$ cat config.mk
export PLATFORM = sky130hd
export DESIGN_NAME = send_memory
export DESIGN_NICKNAME = d
export VERILOG_FILES = /design/src/rtl/send_memory.sv
export SDC_FILE = /design/constraint.sdc
export NUM_CORES = 1
export LEC_CHECK = 0
export CAP_MARGIN = 10
export CORE_MARGIN = 5
export CORE_UTILIZATION = 58
export CTS_BUF_LIST = sky130_fd_sc_hd__clkbuf_8
export DETAILED_ROUTE_END_ITERATION = 8
export PLACE_DENSITY = 0.87
export SYNTH_ARGS = -nofsm -noshare
export SYNTH_HDL_FRONTEND = slang
export SYNTH_SLANG_ARGS = --single-unit
$ cat constraint.sdc
create_clock -name clk -period 3.35 [get_ports clk]
set_clock_uncertainty 0.05 [all_clocks]
set_input_delay 0.335 -clock clk [delete_from_list [all_inputs] [get_ports clk]]
set_output_delay 0.335 -clock clk [all_outputs]
set_load 0.01 [all_outputs]
$ cat src/rtl/send_memory.sv
// send_memory: dumps RAM words first_addr..last_addr as two 8N1 UART frames each, high byte first
module send_memory #(
   parameter int CLK_FREQ = 100_000_000,
   parameter int BAUD     = 115200,
   parameter int ADDR_W   = 8,
   parameter int DATA_W   = 16
) (
   input  logic              clk,
   input  logic              rst,
   input  logic              start,
   input  logic [ADDR_W-1:0] first_addr,
   input  logic [ADDR_W-1:0] last_addr,
   output logic [ADDR_W-1:0] ram_ra,
   input  logic [DATA_W-1:0] ram_rd,
   output logic              tx,
   output logic              busy,
   output logic              done
);
   localparam int CPB = CLK_FREQ / BAUD;
   localparam int CW  = $clog2(CPB);
   typedef enum logic [2:0] {IDLE, WAIT_RD, LATCH, SEND_HI, SEND_LO, NEXT, FIN} state_t;
   state_t            state_q, state_d;
   logic [ADDR_W-1:0] cur_q, cur_d, end_q, end_d, ra_q, ra_d;
   logic [DATA_W-1:0] word_q, word_d;
   logic [CW-1:0]     cnt_q, cnt_d;
   logic [3:0]        bit_q, bit_d;
   logic              tx_q, tx_d;
   logic              sending, bit_end, frame_end, data_bit;
   logic [7:0]        byte_v;
   logic [2:0]        idx;
   // tx is registered off the state, so the line lags the FSM by one cycle
   always_comb begin
      sending   = state_q == SEND_HI || state_q == SEND_LO;
      bit_end   = cnt_q == CW'(CPB - 1);
      frame_end = bit_end && bit_q == 4'd9;
      byte_v    = state_q == SEND_HI ? word_q[15:8] : word_q[7:0];
      idx       = 3'(bit_q - 4'd1);
      data_bit  = bit_q == 4'd0 ? 1'b0 : bit_q == 4'd9 ? 1'b1 : byte_v[idx];
      tx_d      = sending ? data_bit : 1'b1;
      cnt_d     = sending ? (bit_end ? '0 : cnt_q + 1'b1) : '0;
      bit_d     = sending && bit_end ? (bit_q == 4'd9 ? 4'd0 : bit_q + 4'd1) : bit_q;
      state_d   = state_q;
      cur_d     = cur_q;
      end_d     = end_q;
      ra_d      = ra_q;
      word_d    = word_q;
      unique case (state_q)
         IDLE: if (start) begin
            cur_d   = first_addr;
            end_d   = last_addr;
            ra_d    = first_addr;
            state_d = WAIT_RD;
         end
         WAIT_RD: state_d = LATCH;
         LATCH: begin
            word_d  = ram_rd;
            state_d = SEND_HI;
         end
         SEND_HI: state_d = frame_end ? SEND_LO : SEND_HI;
         SEND_LO: state_d = frame_end ? NEXT : SEND_LO;
         NEXT: if (cur_q == end_q) state_d = FIN;
         else begin
            cur_d   = cur_q + 1'b1;
            ra_d    = cur_q + 1'b1;
            state_d = WAIT_RD;
         end
         FIN: state_d = IDLE;
         default: state_d = IDLE;
      endcase
   end
   always_ff @(posedge clk) begin
      if (rst) begin
         state_q <= IDLE;
         cur_q   <= '0;
         end_q   <= '0;
         ra_q    <= '0;
         word_q  <= '0;
         cnt_q   <= '0;
         bit_q   <= '0;
         tx_q    <= 1'b1;
      end else begin
         state_q <= state_d;
         cur_q   <= cur_d;
         end_q   <= end_d;
         ra_q    <= ra_d;
         word_q  <= word_d;
         cnt_q   <= cnt_d;
         bit_q   <= bit_d;
         tx_q    <= tx_d;
      end
   end
   assign ram_ra = ra_q;
   assign tx     = tx_q;
   assign busy   = state_q != IDLE;
   assign done   = state_q == FIN;
endmodule
# == After elaboration in Yosys (flattened, before gate mapping) ==
# Index checks and enable logic that the tools add are counted.
# op_classes
bitwise_logic,1
n_lt_le_gt_ge,1
n_reduce_logical,11
eq_ne,11
mux,14
add_sub_neg,4
# ops
operator,count
8-bit 2-to-1 mux,3
3-bit case mux with 6 select lines,1
8-bit case mux with 2 select lines,1
10-bit by 1-bit adder with 10-bit output (second input constant),1
10-bit == test (second input constant),1
3-bit == test (second input constant),3
3-bit 2-to-1 mux,3
8-bit by 1-bit adder with 8-bit output (second input constant),1
8-bit == test,1
3-bit by 2-bit == test with 1-bit output (second input constant),2
4-bit by 1-bit adder with 4-bit output (second input constant),1
4-bit == test (second input constant),1
4-bit zero test,1
3-bit by 4-bit < comparator with 1-bit output (second input constant),1
1-bit 2-to-1 mux,4
4-bit 2-to-1 mux,1
2-bit inequality test (second input constant),2
1-bit binary-select mux with 3-bit select,1
3-bit by 1-bit == test with 1-bit output (second input constant),1
3-bit zero test,1
3-bit AND reduction,1
3-bit nonzero test,1
3-bit OR reduction,1
3-bit by 1-bit subtractor with 3-bit output (second input constant),1
6 further kinds,7
# word_totals
reg_bits,50
input_bits,35

# == Logic depth before layout (Yosys ltp) ==
# depth
ltp_word,6
ltp_mapped,8

# == Worst setup path before layout ==
# No wires, ideal clock.
# synth_path
path_type,register to register
from,register bit_q[0]
to,register tx_q (netlist: tx)
path_stages_with_launch,9
synth_period_minus_slack_ps,2147
t_arrival_ps,1971
setup_slack_ps,1203
cell_sequence,dfxtp_1 > buf_6 > inv_6 > ha_1 > xor2_1 > mux4_1 > mux2_2 > a2111oi_1 > o21ai_1
# synth_via
elab_chain_len,5
# synth_rtl
item,line,rtl
from (decl),26,"logic [3:0] bit_q, bit_d;"
from (signal assigned),88,bit_q <= bit_d;
3-bit by 1-bit subtractor with 3-bit output,37,idx = 3'(bit_q - 4'd1);
1-bit binary-select mux with 3-bit select,38,data_bit = bit_q == 4'd0 ? 1'b0 : bit_q == 4'd9 ? 1'b1 : byte_v[idx];
1-bit 2-to-1 mux (implied by the code),38,
1-bit 2-to-1 mux,38,
1-bit 2-to-1 mux (*),38,
to (signal assigned),89,tx_q <= tx_d;
to (decl),27,"logic tx_q, tx_d;"
# Every way passes the cells marked *; elsewhere a longest branch is shown, timed or not. The select of a mux whose other input is x is not followed.
# A chain may end at the register's enable or synchronous reset.

# == Final worst setup path ==
# Same ends and word-level chain as after synthesis.

==> impl_results.md <==
* Core footprint at 4294 um2
* WL/cell at 14.43 um
* H-tree depth at 2
* Final WL at 5.729 mm
* EDFF count, synth at 0
* FF+latch count, synth at 50
* Worst-path clk slew at 0.10 ns
* RD Place Congestion at 0.8539
* Clock sink count at 50
* Number of global-route vias before repair at 2216
* Worst-Margin Slew at 0.7143 ns
* Stages on the worst setup path at 7
* Hold buffers post-CTS at 0
* Gr ovfl total at 0
* Setup Viol. Count Final at 0
* Distinct cells, synth at 54
* Crit path to: tx
* Worst-case vdd ir drop at 0.0003483 V
* IO buf count at 45
* Worst slack, placed at 0.8706 ns
* TritonCTS Buffers at 5
* Initial detailed-routing violation count at 144
* Main synth FF type: dfxtp_1
* Reg2Reg Setup Slack at 0.90 ns
* Final Critical Period at 2.445 ns
* Initial core utilization at 59.21%
* Synth Warn # at 0
* Worst r2r path cells at 7
* Worst Path Required at 3.50 ns
* RSZ-0062 raised after global routing: false
* CP top delay family: flip-flops
* CP Buf/Inv Count at 1
* Row count at 24
* CP max-delay cell: dfxtp_1
* Final setup TNS at 0 ns
* Largest net degree at the start of global routing at 24
* Largest cells by area after synthesis: dfxtp_1 39%, nand2_1 9.4%, a21oi_1 5.5%, xor2_1 4.8%, nor2_1 4.3%
* Final Hold Viols at 0
* Dpl hpwl at 4.171 mm
* WP data arrival at 2.59 ns
* Slew Viols, Final at 0
* # Post-CTS Setup Buffers at 0
* PD cells at 437.4 nW/um2
* Post-cts resize count at 0
* DRT antenna net count at 0
* Fin Hold WS at 0.4107 ns
* CTS Buffer Depth at 2
* Met2 Track Usage GR at 33.82%
* Synthesized Nets at 347
* Synthesized cell area at 2542 um2
* Placed cell area at 2997 um2
* Crit path capture type: flip-flop
* Fmax at 408.9 MHz
* DRC violations left at 0
* Status: finished clean
* Die Wd at 76.21 um
* Nets at 385
* Cell count after synthesis at 306
* Post-synth top cells: 64 x nand2_1, 50 x dfxtp_1, 29 x nor2_1
* Biggest area consumer among synthesized cells: dfxtp_1
* Worst path cell trace: inv_6 > ha_1 > xor2_1 > mux4_1 > mux2_2 > a2111oi_1 > o21ai_1
* Initial antenna violation count at 0
* Met3 usage at 5.674%
* Worst Setup Path Type: flip-flop to flip-flop
* Chip height at 76.21 um
* Worst slew margin at 52.09%
* Design Area, Final at 3134 um2
* Crit path max fanout at 9
* Period Utilization, post-route at 73.00%
* First-pass GRT wire length at 9.777 mm
* Die area at 5808 um2
* Maxcap violations at 0
* N_diodes at 0
* Min-delay worst type: flip-flop to flip-flop
* Yosys top cell area share at 39.37%
* Via density at 5.849
* R2r startpoint: bit_q[0]
* CP Launch Type: flip-flop
* Count leader, synth: nand2_1
* Final WS setup at 0.9045 ns
* Share of cells above drive strength 1 at 5.217%
* Clock root buffer: clkbuf_8
* Pre-antenna DRT Iters at 4
* Ys async rst share at 0%
* M1 GR Usage at 24.15%
* DR vias at 2322
* R2R Path End: tx
* CTS tree: built
* Leak at 1.195 nW
* IO Pins at 46
* Crit. Startpoint: bit_q[0]
* Global route hottest layer: met2
* Area grow syn2layout at 23.28%
* Mean post-synth cell area at 8.309 um2
* Skew-Pair Late Insertion Delay at 0.31 ns
* Crit-path max cell delay at 0.62 ns
* Post-synthesis sequential area ratio at 39.37%
* All-layer global routing usage at 20.00%
logic make-up after synthesis:
group | after synthesis | share of synthesized area, %
AOI/OAI and AO/OA | 68 | 18.65
adders and majority gates | 6 | 2.953
xor gates and xnor gates | 20 | 6.890
muxes | 6 | 3.691
buffers and inverters | 23 | 4.232
and+or+nand+nor | 133 | 24.21
DFF | 50 | 39.37
state kept, by name, indices dropped and copies added (netlist names):
register,flops
ram_ra,8
cnt_q,10
tx,1
word_q,16
bit_q,4
state_q,3
end_q,8
worst reg2reg max path: cells and delay by family (launching register included):
kind / cells / cell delay, ns
muxes: 2 / 0.61
buffers and inverters: 1 / 0.08
adders and majority gates: 1 / 0.24
xor gates and xnor gates: 1 / 0.27
DFF: 1 / 0.62
AOI/OAI and AO/OA: 2 / 0.48
metrics by stage:
step / utilization [%] / instances / power (W)
after floorplan: - / 306 / 0.0007853
after global placement: 69.78 / 389 / 0.0008701
after detailed placement: 69.78 / 389 / 0.0008762
after CTS: 72.99 / 397 / 0.001375
after global routing: 72.99 / 397 / 0.001432
final: 72.99 / 397 / 0.001371
routing by layer:
| layer | wire [um] | vias to the layer above |
|---|---|---|
| li1 | - | 1153 |
| met1 | 2498 | 1092 |
| met2 | 2788 | 68 |
| met3 | 359 | 9 |
| met4 | 82 | 0 |
| met5 | 0 | - |
layout by cell type (no fill, tap or decap), drive strengths merged, types with 3 or more instances in the layout:
cell,n
clkbuf,5
nand2,64
xor2,14
ha,6
clkdlybuf4s50,45
nor4,3
nand3b,4
o31ai,3
xnor2,6
mux2i,3
nor2,29
a2111oi,5
a211oi,4
o311ai,3
a31oi,4
o21ai,8
and3,6
dfxtp,50
or4,3
a21oi,28
nor3,3
nand3,6
inv,7
and2,4
area by class of cell:
| type | instances | area (um2) |
|---|---|---|
| multi-input combinational | 233 | 1434 |
| clock inverter | 3 | 68.82 |
| inverter | 7 | 31.28 |
| tap | 52 | 65.06 |
| fill | 328 | 1160 |
| timing repair buffer | 47 | 465.4 |
| sequential | 50 | 1001 |
| clock buffer | 5 | 68.82 |
how the worst min path moves through the flow:
| stage | start | endpoint | cells after the start |
|---|---|---|---|
| finish | word_q[6] | word_q[6] | 2 |
| global route | word_q[6] | word_q[6] | 2 |
| CTS | word_q[5] | word_q[5] | 2 |
| detailed placement | word_q[5] | word_q[5] | 2 |
| global placement | cnt_q[0] | cnt_q[0] | 1 |
| floorplan | cnt_q[0] | cnt_q[0] | 1 |
where the power goes:
part	leakage (nW)	switching (W)	internal [W]
combinational	0.720	0.000102	0.000103
sequential	0.407	0.0000347	0.000625
clock	0.0683	0.000207	0.000299
(Power assumes the default switching activity.)
